`src/rtl/sram_seq.sv`:
```
// sram_seq: request sequencer in front of the SRAM access stage.
// Issues one-cycle write/read pulses and waits fixed cycle counts.
//
// Ports:
//   clock_200mhz, pinReset    clock, async active-low reset
//   wr_start, wr_base         reload write pointer (IDLE only)
//   wr_valid/wr_ready/wr_data write stream handshake
//   rd_valid/rd_ready/rd_addr read request handshake
//   rsp_valid, rsp_data       one-cycle read response
//   sram_addr, sram_wdata     registered address / data to access stage
//   sram_write, sram_read     one-cycle request pulses
//   sram_rdata                data returned by access stage
//   wr_ptr, busy, verify_err  status
//
// Optional feature macro: SRAM_VERIFY_EN (read-back check after writes).

module sram_seq #(
    parameter int WR_CYCLES = 5,
    parameter int RD_CYCLES = 6
) (
    input  logic        clock_200mhz,
    input  logic        pinReset,
    input  logic        wr_start,
    input  logic [19:0] wr_base,
    input  logic        wr_valid,
    output logic        wr_ready,
    input  logic [15:0] wr_data,
    input  logic        rd_valid,
    output logic        rd_ready,
    input  logic [19:0] rd_addr,
    output logic        rsp_valid,
    output logic [15:0] rsp_data,
    output logic [19:0] sram_addr,
    output logic [15:0] sram_wdata,
    output logic        sram_write,
    output logic        sram_read,
    input  logic [15:0] sram_rdata,
    output logic [19:0] wr_ptr,
    output logic        busy,
    output logic        verify_err
);

    typedef enum logic [2:0] {
        IDLE,
        WR_PULSE,
        WR_WAIT,
        RD_PULSE,
        RD_WAIT,
`ifdef SRAM_VERIFY_EN
        VF_PULSE,
        VF_WAIT,
`endif
        GAP
    } state_t;

    state_t     state;
    state_t     stateNext;
    logic [3:0] count;
    logic [3:0] countNext;
    logic       lastRead;
    logic       rdFire;
    logic       wrFire;

    // State register
    always_ff @(posedge clock_200mhz or negedge pinReset) begin
        if (!pinReset) begin
            state <= IDLE;
            count <= 4'd0;
        end else begin
            state <= stateNext;
            count <= countNext;
        end
    end

    // Next-state logic
    always_comb begin
        stateNext = state;
        countNext = count;
        unique case (state)
            IDLE: begin
                if (rdFire) begin
                    stateNext = RD_PULSE;
                end else if (wrFire) begin
                    stateNext = WR_PULSE;
                end
            end
            WR_PULSE: begin
                countNext = 4'(WR_CYCLES - 1);
                stateNext = WR_WAIT;
            end
            WR_WAIT: begin
                if (count == 4'd0) begin
`ifdef SRAM_VERIFY_EN
                    stateNext = VF_PULSE;
`else
                    stateNext = GAP;
`endif
                end else begin
                    countNext = count - 4'd1;
                end
            end
            RD_PULSE: begin
                countNext = 4'(RD_CYCLES - 1);
                stateNext = RD_WAIT;
            end
            RD_WAIT: begin
                if (count == 4'd0) begin
                    stateNext = GAP;
                end else begin
                    countNext = count - 4'd1;
                end
            end
`ifdef SRAM_VERIFY_EN
            VF_PULSE: begin
                countNext = 4'(RD_CYCLES - 1);
                stateNext = VF_WAIT;
            end
            VF_WAIT: begin
                if (count == 4'd0) begin
                    stateNext = GAP;
                end else begin
                    countNext = count - 4'd1;
                end
            end
`endif
            GAP: begin
                stateNext = IDLE;
            end
            default: begin
                stateNext = IDLE;
            end
        endcase
    end

    // Output decode; ready terms exclude wr_start so a pointer
    // reload never coincides with a transfer.
    always_comb begin
        rd_ready   = (state == IDLE) & ~wr_start;
        wr_ready   = (state == IDLE) & ~wr_start & ~rd_valid;
        rdFire     = rd_valid & rd_ready;
        wrFire     = wr_valid & wr_ready;
        sram_write = (state == WR_PULSE);
`ifdef SRAM_VERIFY_EN
        sram_read  = (state == RD_PULSE) | (state == VF_PULSE);
`else
        sram_read  = (state == RD_PULSE);
`endif
        busy       = (state != IDLE);
        rsp_valid  = (state == GAP) & lastRead;
    end

    // Datapath: address/data only move on an IDLE transfer, so they
    // stay stable for the whole access.
    always_ff @(posedge clock_200mhz or negedge pinReset) begin
        if (!pinReset) begin
            sram_addr  <= 20'd0;
            sram_wdata <= 16'd0;
            wr_ptr     <= 20'd0;
            rsp_data   <= 16'd0;
            lastRead   <= 1'b0;
        end else begin
            if (state == IDLE) begin
                if (wr_start) begin
                    wr_ptr <= wr_base;
                end else if (rdFire) begin
                    sram_addr <= rd_addr;
                    lastRead  <= 1'b1;
                end else if (wrFire) begin
                    sram_addr  <= wr_ptr;
                    sram_wdata <= wr_data;
                    wr_ptr     <= wr_ptr + 20'd1;
                    lastRead   <= 1'b0;
                end
            end
            if (state == RD_WAIT && count == 4'd0) begin
                rsp_data <= sram_rdata;
            end
        end
    end

`ifdef SRAM_VERIFY_EN
    logic verifyErr;

    // Sticky until reset or an accepted pointer reload
    always_ff @(posedge clock_200mhz or negedge pinReset) begin
        if (!pinReset) begin
            verifyErr <= 1'b0;
        end else if (state == IDLE && wr_start) begin
            verifyErr <= 1'b0;
        end else if (state == VF_WAIT && count == 4'd0
                     && sram_rdata != sram_wdata) begin
            verifyErr <= 1'b1;
        end
    end

    assign verify_err = verifyErr;
`else
    assign verify_err = 1'b0;
`endif

endmodule

```
`config.mk`:
```
export PLATFORM = sky130hd
export DESIGN_NAME = sram_seq
export DESIGN_NICKNAME = d
export VERILOG_FILES = /design/src/rtl/sram_seq.sv
export SDC_FILE = /design/constraint.sdc
export NUM_CORES = 1
export LEC_CHECK = 0
export BUFFER_PORTS_ARGS = -buffer_cell sky130_fd_sc_hd__buf_2
export CORE_MARGIN = 2
export CORE_UTILIZATION = 40
export DETAILED_ROUTE_END_ITERATION = 8
export GPL_ROUTABILITY_DRIVEN = 0
export PLACE_DENSITY = 0.7
export SLEW_MARGIN = 10
export SYNTH_ARGS = -nofsm -noshare
export SYNTH_HDL_FRONTEND = slang
export SYNTH_SLANG_ARGS = --single-unit
```
`constraint.sdc`:
```
create_clock -name clock_200mhz -period 1.85 [get_ports clock_200mhz]
set_clock_uncertainty 0.15 [all_clocks]
set_input_delay 0.0925 -clock clock_200mhz [delete_from_list [all_inputs] [get_ports clock_200mhz]]
set_output_delay 0.0925 -clock clock_200mhz [all_outputs]
set_load 0.005 [all_outputs]
```
# [After elaboration in Yosys (flattened, before gate mapping)]
# Cells that the tools add are included.
[classes] n_addsub=2 eq_ne=9 mux=13 bitwise=8 reduce_logical=13
[ops] operator="$mux 20" count=5
[ops] operator="$add 20x1->20 const B" count=1
[ops] operator="$pmux 3 s4" count=1
[ops] operator="$pmux 4 s3" count=1
[ops] operator="$mux 3" count=3
[ops] operator="$eq 3x2->1 const B" count=2
[ops] operator="$eq 3x3->1 const B" count=2
[ops] operator="$reduce_and 3->1" count=2
[ops] operator="$reduce_bool 3->1" count=2
[ops] operator="$and 1x1->1" count=5
[ops] operator="$logic_not 4->1" count=1
[ops] operator="$mux 4" count=1
[ops] operator="$ne 2x2->1 const B" count=2
[ops] operator="$reduce_and 2->1" count=2
[ops] operator="$reduce_and 4->1" count=1
[ops] operator="$reduce_bool 2->1" count=2
[ops] operator="$sub 4x1->4 const B" count=1
[ops] operator="$eq 3x1->1 const B" count=1
[ops] operator="$logic_not 3->1" count=1
[ops] operator="$ne 3x3->1 const B" count=1
[ops] operator="$not 1->1" count=3
[ops] operator="$mux 1" count=2
[ops] operator="$ne 2x1->1 const B" count=1
[ops] operator="$reduce_or 2->1" count=1
[ops] operator="$logic_and 1x1->1" count=1
[word_totals] ff_bits=80 input_bits=77

# [Depth between registers and ports, before layout]
# Gate-level depths: netlist of run 1.
[depth] ltp_word=7 depth_mapped=8 mapped_depth_nobuf=7

# [Worst setup path after synthesis of run 1]
# Ideal clock, no wire load.
[synth_timing] kind="flip-flop to flip-flop" start="register count[0]" end="register rsp_data[10]" t_arrival_ns=1.773 slack_ns=-0.198 stages_incl_launch_ff=7 n_path_buf=1 period_less_slack_ns=2.048 cell_sequence="dfrtp_1 > inv_1 > ha_1 > nor3b_2 > nand3_2 > buf_1 > mux2_2"
[synth_via] elab_chain_cells=2
[synth_lines] item="from (decl)" line_no="58" text="logic [3:0] count;"
[synth_lines] item="from (signal assigned)" line_no="71" text="count <= countNext;"
[synth_lines] item="$logic_not 4->1" line_no="175" text="if (state == RD_WAIT && count == 4'd0) begin"
[synth_lines] item="$logic_and 1x1->1" line_no="175"
[synth_lines] item="to (signal assigned)" line_no="176" text="rsp_data <= sram_rdata;"
[synth_lines] item="to (decl)" line_no="32" text="output logic [15:0] rsp_data,"
# No other way between the ends.
# A chain may end at the register's enable or synchronous reset.

# [Worst setup path after layout of run 1]
[layout_timing] start="register state[1]" end="register sram_wdata[8]"
[layout_via] elab_chain_cells=5
[layout_lines] item="from (decl)" line_no="56" text="state_t state;"
[layout_lines] item="from (signal assigned)" line_no="70" text="state <= stateNext;"
[layout_lines] item="$logic_not 3->1 (*)" line_no="138, 139, 162"
[layout_lines] item="$and 1x1->1" line_no="138, 139"
[layout_lines] item="$and 1x1->1 (on tied branches)" line_no="139, 140"
[layout_lines] item="$and 1x1->1 or $not 1->1 (tied branches)"
[layout_lines] item="$reduce_and 4->1 (no line) (*)"
[layout_lines] item="to (signal assigned)" line_no="170" text="sram_wdata <= wr_data;"
[layout_lines] item="to (decl)" line_no="34" text="output logic [15:0] sram_wdata,"
# Mark *: on every way between the ends. The rest lies on a longest branch, timed or not.

==> results.json, run 1 <==
{
  "ir_worst_vdd_uv": 746.0,
  "hold_slack_ns": 0.04214,
  "crit_path_end_kind": "flop",
  "detailedRoute.firstIterationViolations": 223,
  "critical_path_peak_fanout": 22,
  "p_switching_mw": 3.510,
  "cts.sink_count": 80,
  "cts-root-buf": "sky130_fd_sc_hd__clkbuf_8",
  "power.leakage_nw": 3.137,
  "cts_tree": "yes",
  "row_cnt": 36,
  "yosys-top-cells-area": "sky130_fd_sc_hd__dfrtp_1, sky130_fd_sc_hd__mux2_2, sky130_fd_sc_hd__mux2i_1, sky130_fd_sc_hd__nand2_1, sky130_fd_sc_hd__o21ai_0",
  "final_max_slew_viol_count": 0,
  "layoutNonFillerInstCount": 796,
  "synth_cell_types": 48,
  "hold_viol": 0,
  "pin_count": 156,
  "first_global_vias": 4109,
  "netlist.area_leader.share_pct": 50.36,
  "netlist_instances": 390,
  "cp_top_family": "simple AND/OR/NAND/NOR gates",
  "failing_checks": "setup timing",
  "fraction_of_final_layout_cells_sized_beyond_drive_strength_1_pct": 45.25,
  "netlist_area_sq_um": 3975,
  "sequential_share_of_the_synthesized_area_pct": 50.36,
  "synth-seq-cells": 80,
  "synth_flop_cell": "sky130_fd_sc_hd__dfrtp_1",
  "max_freq_ghz": 0.5275,
  "slew_headroom_pct": 65.20,
  "fin_crit_sh_pct": 102.5,
  "swShare_pct": 38.57,
  "power_density_nw_per_um2": 1425,
  "critical_path.cell_chain": "or3_4 > nor2_4 > nand2_4 > buf_12 > mux2_2",
  "antenna_cells": 0,
  "first_pass_iters": 5,
  "grt.total_usage_pct": 23.12,
  "clk_latency_ns": 0.36,
  "timing.hold.worst.class": "input port to flop",
  "synth.net_count": 469,
  "grt_setup_unrepaired": "yes",
  "fp.coreArea_sq_um": 9729,
  "seqPwrFrac_pct": 35.0,
  "crit_required_ns": 1.93,
  "timing.max_cap.violations": 0,
  "route.vias.total": 4181,
  "finalWorstSetupSlack_ns": -0.04589,
  "ys_top_cells_by_count": "sky130_fd_sc_hd__dfrtp_1, sky130_fd_sc_hd__nand2_1, sky130_fd_sc_hd__mux2_2, sky130_fd_sc_hd__o21ai_0, sky130_fd_sc_hd__nor2_1",
  "synth_enable_flop_cells": 0,
  "nets": 737,
  "grt_pass1_wl_microns": 20080,
  "holdPathStages": 4,
  "slew_at_the_pin_closest_to_its_max_slew_limit_ns": 0.5220,
  "areaGrowthSynthToFinish_pct": 60.62,
  "placedCellCount": 698,
  "setup.worst_path.class": "flop to flop",
  "htree_levels": 3,
  "p_clk_share_pct": 12.9,
  "share_comb_of_total_power_pct": 52.1,
  "timing.critical_path.depth": 5,
  "placement.io_buffers": 154,
  "antenna_found_initial": 0,
  "fin_util_pct": 65.63,
  "wire_per_inst_microns": 16.72,
  "report.final.setup_viol": 21,
  "crit_path_top_delay_cell": "sky130_fd_sc_hd__or3_4",
  "initial_cell_density_of_the_core_pct": 40.86,
  "critical_path_buf_inv_count": 1,
  "timing.reg2reg.worst_path_depth": 5,
  "filler_cell_count": 758,
  "arrival_ns": 1.98,
  "clock_tree.buffer_depth": 2,
  "number_of_remaining_drc_errors": 0,
  "avgSynthCellArea_sq_um": 10.19,
  "cts_inserted_buffers": 9,
  "path_clk_slew_ns": 0.09,
  "min_period_ns": 1.896,
  "detailed_place_hpwl_microns": 8135,
  "p_int_mw": 5.589,
  "largest_stage_delay_on_the_critical_path_ns": 0.43,
  "worst_setup_path_start_kind": "flop",
  "outcome": "finished with violations",
  "ant_nets": 0,
  "number_of_vias_per_cell": 5.253,
  "post-synth-top-count-cell": "sky130_fd_sc_hd__dfrtp_1",
  "die_height_microns": 103.7,
  "synthesis.yosys.warnings": 0,
  "die_area_sq_um": 10750,
  "ys_async_sr_fraction_pct": 100.0,
  "die_width_microns": 103.7,
  "grt.overflow.total": 0,
  "grt_start_max_net_pins": 40,
  "synth.largest_area_cell": "sky130_fd_sc_hd__dfrtp_1",
  "postRouteWirelength_microns": 13310
}
area by class of cell:
| cell class | count | area [sq um] | share of cell area, % |
|---|---|---|---|
| Clock buffer | 11 | 141.4 | 2.214 |
| Clock inverter | 5 | 32.53 | 0.5095 |
| Inverter | 8 | 30.03 | 0.4703 |
| Multi-Input combinational cell | 277 | 1987 | 31.12 |
| Sequential cell | 80 | 2002 | 31.35 |
| Tap cell | 133 | 166.4 | 2.606 |
| Timing Repair Buffer | 282 | 2026 | 31.73 |
flip-flops by register name, summed over array words and instances, names as in the netlist:
signal	count
rsp_data	16
state	3
lastRead	1
sram_wdata	16
wr_ptr	20
count	4
sram_addr	20
logic make-up (layout without fill, tap and decap cells):
group                      count (synthesis)  after routing  share of synthesized area, %
and+or+nand+nor                          129            129                         15.71
AOI/OAI and AO/OA                         89             89                         13.79
DFF                                       80             80                         50.36
muxes                                     56             56                         15.17
buffers and inverters                     33            306                         4.249
adders and majority gates                  2              2                        0.6294
other                                      1              1                       0.09434
path summary, 6_finish.rpt:
| kind | startpoint | end | slack (ns) |
|---|---|---|---|
| worst max register to register | state[1] | sram_wdata[8] | -0.05 |
| worst min-delay path | wr_base[14] | wr_ptr[14] | 0.04 |
| max in group asynchronous | pinReset | sram_addr[1] | 0.80 |
| min in group asynchronous | pinReset | wr_ptr[14] | 0.09 |
| worst max-delay path | state[1] | sram_wdata[8] | -0.05 |
| worst min register to register | lastRead | lastRead | 0.35 |
per-layer routing:
layer	global-route usage [%]	share of wire [%]	vias up
met5	0	0	-
met4	11.39	3.7	0
met3	3.335	5.8	47
met2	39.07	50	209
met1	29.08	41	1986
li1	-	-	1939
cells in the final DEF (no fill, tap or decap), types with 6 or more instances in the layout:
cell type	instances
sky130_fd_sc_hd__a21oi_1	17
sky130_fd_sc_hd__and3_1	9
sky130_fd_sc_hd__buf_2	153
sky130_fd_sc_hd__buf_4	44
sky130_fd_sc_hd__buf_6	7
sky130_fd_sc_hd__clkbuf_8	10
sky130_fd_sc_hd__dfrtp_1	80
sky130_fd_sc_hd__dlygate4sd3_1	72
sky130_fd_sc_hd__inv_1	6
sky130_fd_sc_hd__mux2_2	34
sky130_fd_sc_hd__mux2i_1	22
sky130_fd_sc_hd__nand2_1	45
sky130_fd_sc_hd__nand3_1	9
sky130_fd_sc_hd__nor2_1	22
sky130_fd_sc_hd__nor3_1	10
sky130_fd_sc_hd__o21ai_0	12
sky130_fd_sc_hd__o21ai_1	18
sky130_fd_sc_hd__o22ai_1	9
repair_timing:
| action | 4_1_cts | 5_1_grt |
|---|---|---|
| gates cloned | 0 | 3 |
| endpoints found under the setup margin | 72 | 70 |
| hold buffers | 72 | 0 |
| resized for setup | 5 | 54 |
| pin swaps | 1 | 9 |
| setup buffers | 1 | 6 |
| hold endpoints to repair | 135 | 0 |
stage by stage:
step | cell area, sq um | setup WS, ns | TNS, ns | total power, mW
floorplan | 4008 | 0.004864 | 0 | 5.329
global placement | 5190 | -0.06566 | -0.4190 | 7.079
detailed placement | 5190 | -0.1105 | -1.646 | 7.244
CTS | 6116 | -0.004815 | -0.004815 | 8.600
global route | 6385 | -0.1104 | -2.290 | 9.736
finish | 6385 | -0.04589 | -0.5134 | 9.099
worst min-delay path, delay by kind of cell:
family | cells | cell delay, ns
AOI/OAI and AO/OA | 2 | 0.18
and+or+nand+nor | 1 | 0.15
buffers and inverters | 1 | 0.10
power groups by stage:
stage | clock network [mW] | registers, mW | logic, mW
after detailed placement | 0 | 3.16 | 4.08
after CTS | 1.21 | 3.13 | 4.26
after floorplan | 0 | 3.28 | 2.05
after global placement | 0 | 3.13 | 3.95
final | 1.17 | 3.19 | 4.74
after global routing | 1.28 | 3.30 | 5.16
No activity file was read; power rests on OpenSTA's default activity.
==> inputs of run 2 (changes only) <==
PLACE_DENSITY = 0.68   (was 0.7)
clock period = 2.2 ns   (was 1.85 ns; I/O delays follow)
==> results.json, run 2 (same netlist as run 1, synthesis figures left out) <==
{
  "most-common-layout-cells": "sky130_fd_sc_hd__buf_2, sky130_fd_sc_hd__dfrtp_1, sky130_fd_sc_hd__dlygate4sd3_1, sky130_fd_sc_hd__nand2_1, sky130_fd_sc_hd__mux2_2",
  "final_max_slew_viol_count": 0,
  "dr_wl_met3_microns": 732,
  "fraction_of_final_layout_cells_sized_beyond_drive_strength_1_pct": 37.36,
  "grt_setup_unrepaired": "no",
  "biggest_regs": "sram_addr (20), wr_ptr (20)",
  "route.vias.total": 3950,
  "crit_path_top_delay_cell": "sky130_fd_sc_hd__dfrtp_1",
  "arrival_ns": 2.17,
  "timing.max_cap.violations": 0,
  "clock_tree.buffer_depth": 2,
  "hold_viol": 0,
  "fin_util_pct": 60.44,
  "power_density_nw_per_um2": 1187,
  "pin_count": 156,
  "dp_worst_setup_slack_ns": 0.1080,
  "grt_pass1_wl_microns": 20400,
  "leading_cell_type_in_the_layout_fill_and_taps_excluded": "sky130_fd_sc_hd__buf_2",
  "setup.worst_path.class": "flop to flop",
  "cts_setup_buffers": 0,
  "first_global_vias": 4052,
  "grt.overflow.total": 0,
  "hold_slack_ns": 0.02694,
  "hold_path.startpoint": "rd_valid",
  "path_clk_slew_ns": 0.09,
  "ir_worst_vdd_uv": 457.0,
  "placement.io_buffers": 154,
  "timing.reg2reg.worst_path_depth": 5,
  "filler_cell_count": 811,
  "nets": 703,
  "detailed_place_hpwl_microns": 8022,
  "ant_nets": 0,
  "largest_stage_delay_on_the_critical_path_ns": 0.42,
  "cts_inserted_buffers": 9,
  "post-layout-total-power_mw": 6.979,
  "critical_path_peak_fanout": 16,
  "postRouteWirelength_microns": 12300,
  "critical_path.cell_chain": "inv_1 > ha_1 > nor3b_2 > nand3_2 > mux2_2",
  "cts-root-buf": "sky130_fd_sc_hd__clkbuf_8",
  "grt_start_max_net_pins": 51,
  "critical_path.reg2reg.endpoint": "rsp_data[3]",
  "met1Wirelength_microns": 5303,
  "die_area_sq_um": 10750,
  "routed-wl-met2_microns": 6003,
  "number_of_vias_per_cell": 5.184,
  "crit_path_end_kind": "flop",
  "antenna_found_initial": 0,
  "timing.hold.worst.class": "input port to flop",
  "htree_levels": 3,
  "top_layer_used": "met4",
  "worst_setup_path_start_kind": "flop",
  "r2r_slack_ns": 0.13,
  "crit_required_ns": 2.30,
  "slew_headroom_pct": 54.94,
  "cts.sink_count": 80,
  "worst_r2r_startpoint": "count[0]",
  "cts_tree": "yes",
  "die_width_microns": 103.7,
  "finalWorstSetupSlack_ns": 0.1252,
  "outcome": "completed",
  "slew_at_the_pin_closest_to_its_max_slew_limit_ns": 0.6759,
  "min_period_ns": 2.075,
  "fin_crit_sh_pct": 94.31,
  "first_pass_iters": 5,
  "number_of_remaining_drc_errors": 0,
  "antenna_cells": 0,
  "report.final.setup_viol": 0,
  "areaGrowthSynthToFinish_pct": 47.94,
  "setup-tns-final_ns": 0,
  "row_cnt": 36,
  "wire_per_inst_microns": 16.14,
  "die_height_microns": 103.7,
  "hold_end": "lastRead",
  "holdPathStages": 3,
  "max_freq_ghz": 0.4820,
  "power.leakage_nw": 2.885,
  "grt.total_usage_pct": 23.25,
  "clk_latency_ns": 0.36,
  "initial_cell_density_of_the_core_pct": 40.86,
  "detailedRoute.firstIterationViolations": 164,
  "fp.coreArea_sq_um": 9729
}
-- run 2: report_power, final --
| part | internal (mW) | switching (mW) | total, mW |
|---|---|---|---|
| clock | 0.447 | 0.577 | 1.02 |
| combinational | 1.64 | 1.59 | 3.22 |
| sequential | 2.18 | 0.555 | 2.73 |
| total | 4.26 | 2.72 | 6.98 |
-- run 2: worst max path at each step --
stage,to,slack (ns),startpoint
2_1_floorplan,rsp_data[10],0.15,count[0]
3_3_place_gp,wr_ptr[17],0.17,state[0]
3_5_place_dp,wr_ptr[17],0.11,state[0]
4_1_cts,wr_ptr[17],0.1,state[0]
5_1_grt,rsp_data[3],0.003,count[0]
6_report,rsp_data[3],0.13,count[0]
-- run 2: stage by stage --
step           area [sq um]  std cells
2_1_floorplan          3975        390
3_3_place_gp           4986        675
3_5_place_dp           4986        675
4_1_cts                5878        762
5_1_grt                5881        762
6_report               5881        762
-- run 2: final cells by class --
type / count / area (sq um) / area share [%]
inverter: 8 / 30.03 / 0.5106
tap: 133 / 166.4 / 2.830
sequential: 80 / 2002 / 34.04
clock inverter: 5 / 40.04 / 0.6809
clock buffer: 11 / 141.4 / 2.404
timing repair buffer: 248 / 1694 / 28.81
multi-input combinational: 277 / 1807 / 30.72
-- run 2: worst max-delay path, delay by kind of cell (launching register included) --
family,cells,cell delay (ns)
adders and majority gates,1,0.24
buffers and inverters,1,0.13
DFF,1,0.42
muxes,1,0.41
and+or+nand+nor,2,0.62
-- run 2: repair_timing --
item / in CTS / in global routing
endpoints found under the setup margin: 0 / 4
hold buffers: 71 / 0
resized for setup: 0 / 1
hold endpoints to repair: 119 / 0
-- run 2: routing by layer --
metal | vias up | GRT usage, %
met2 | 157 | 39.21
li1 | 1863 | -
met3 | 23 | 4.846
met1 | 1907 | 29.48
met4 | 0 | 8.784
met5 | - | 0
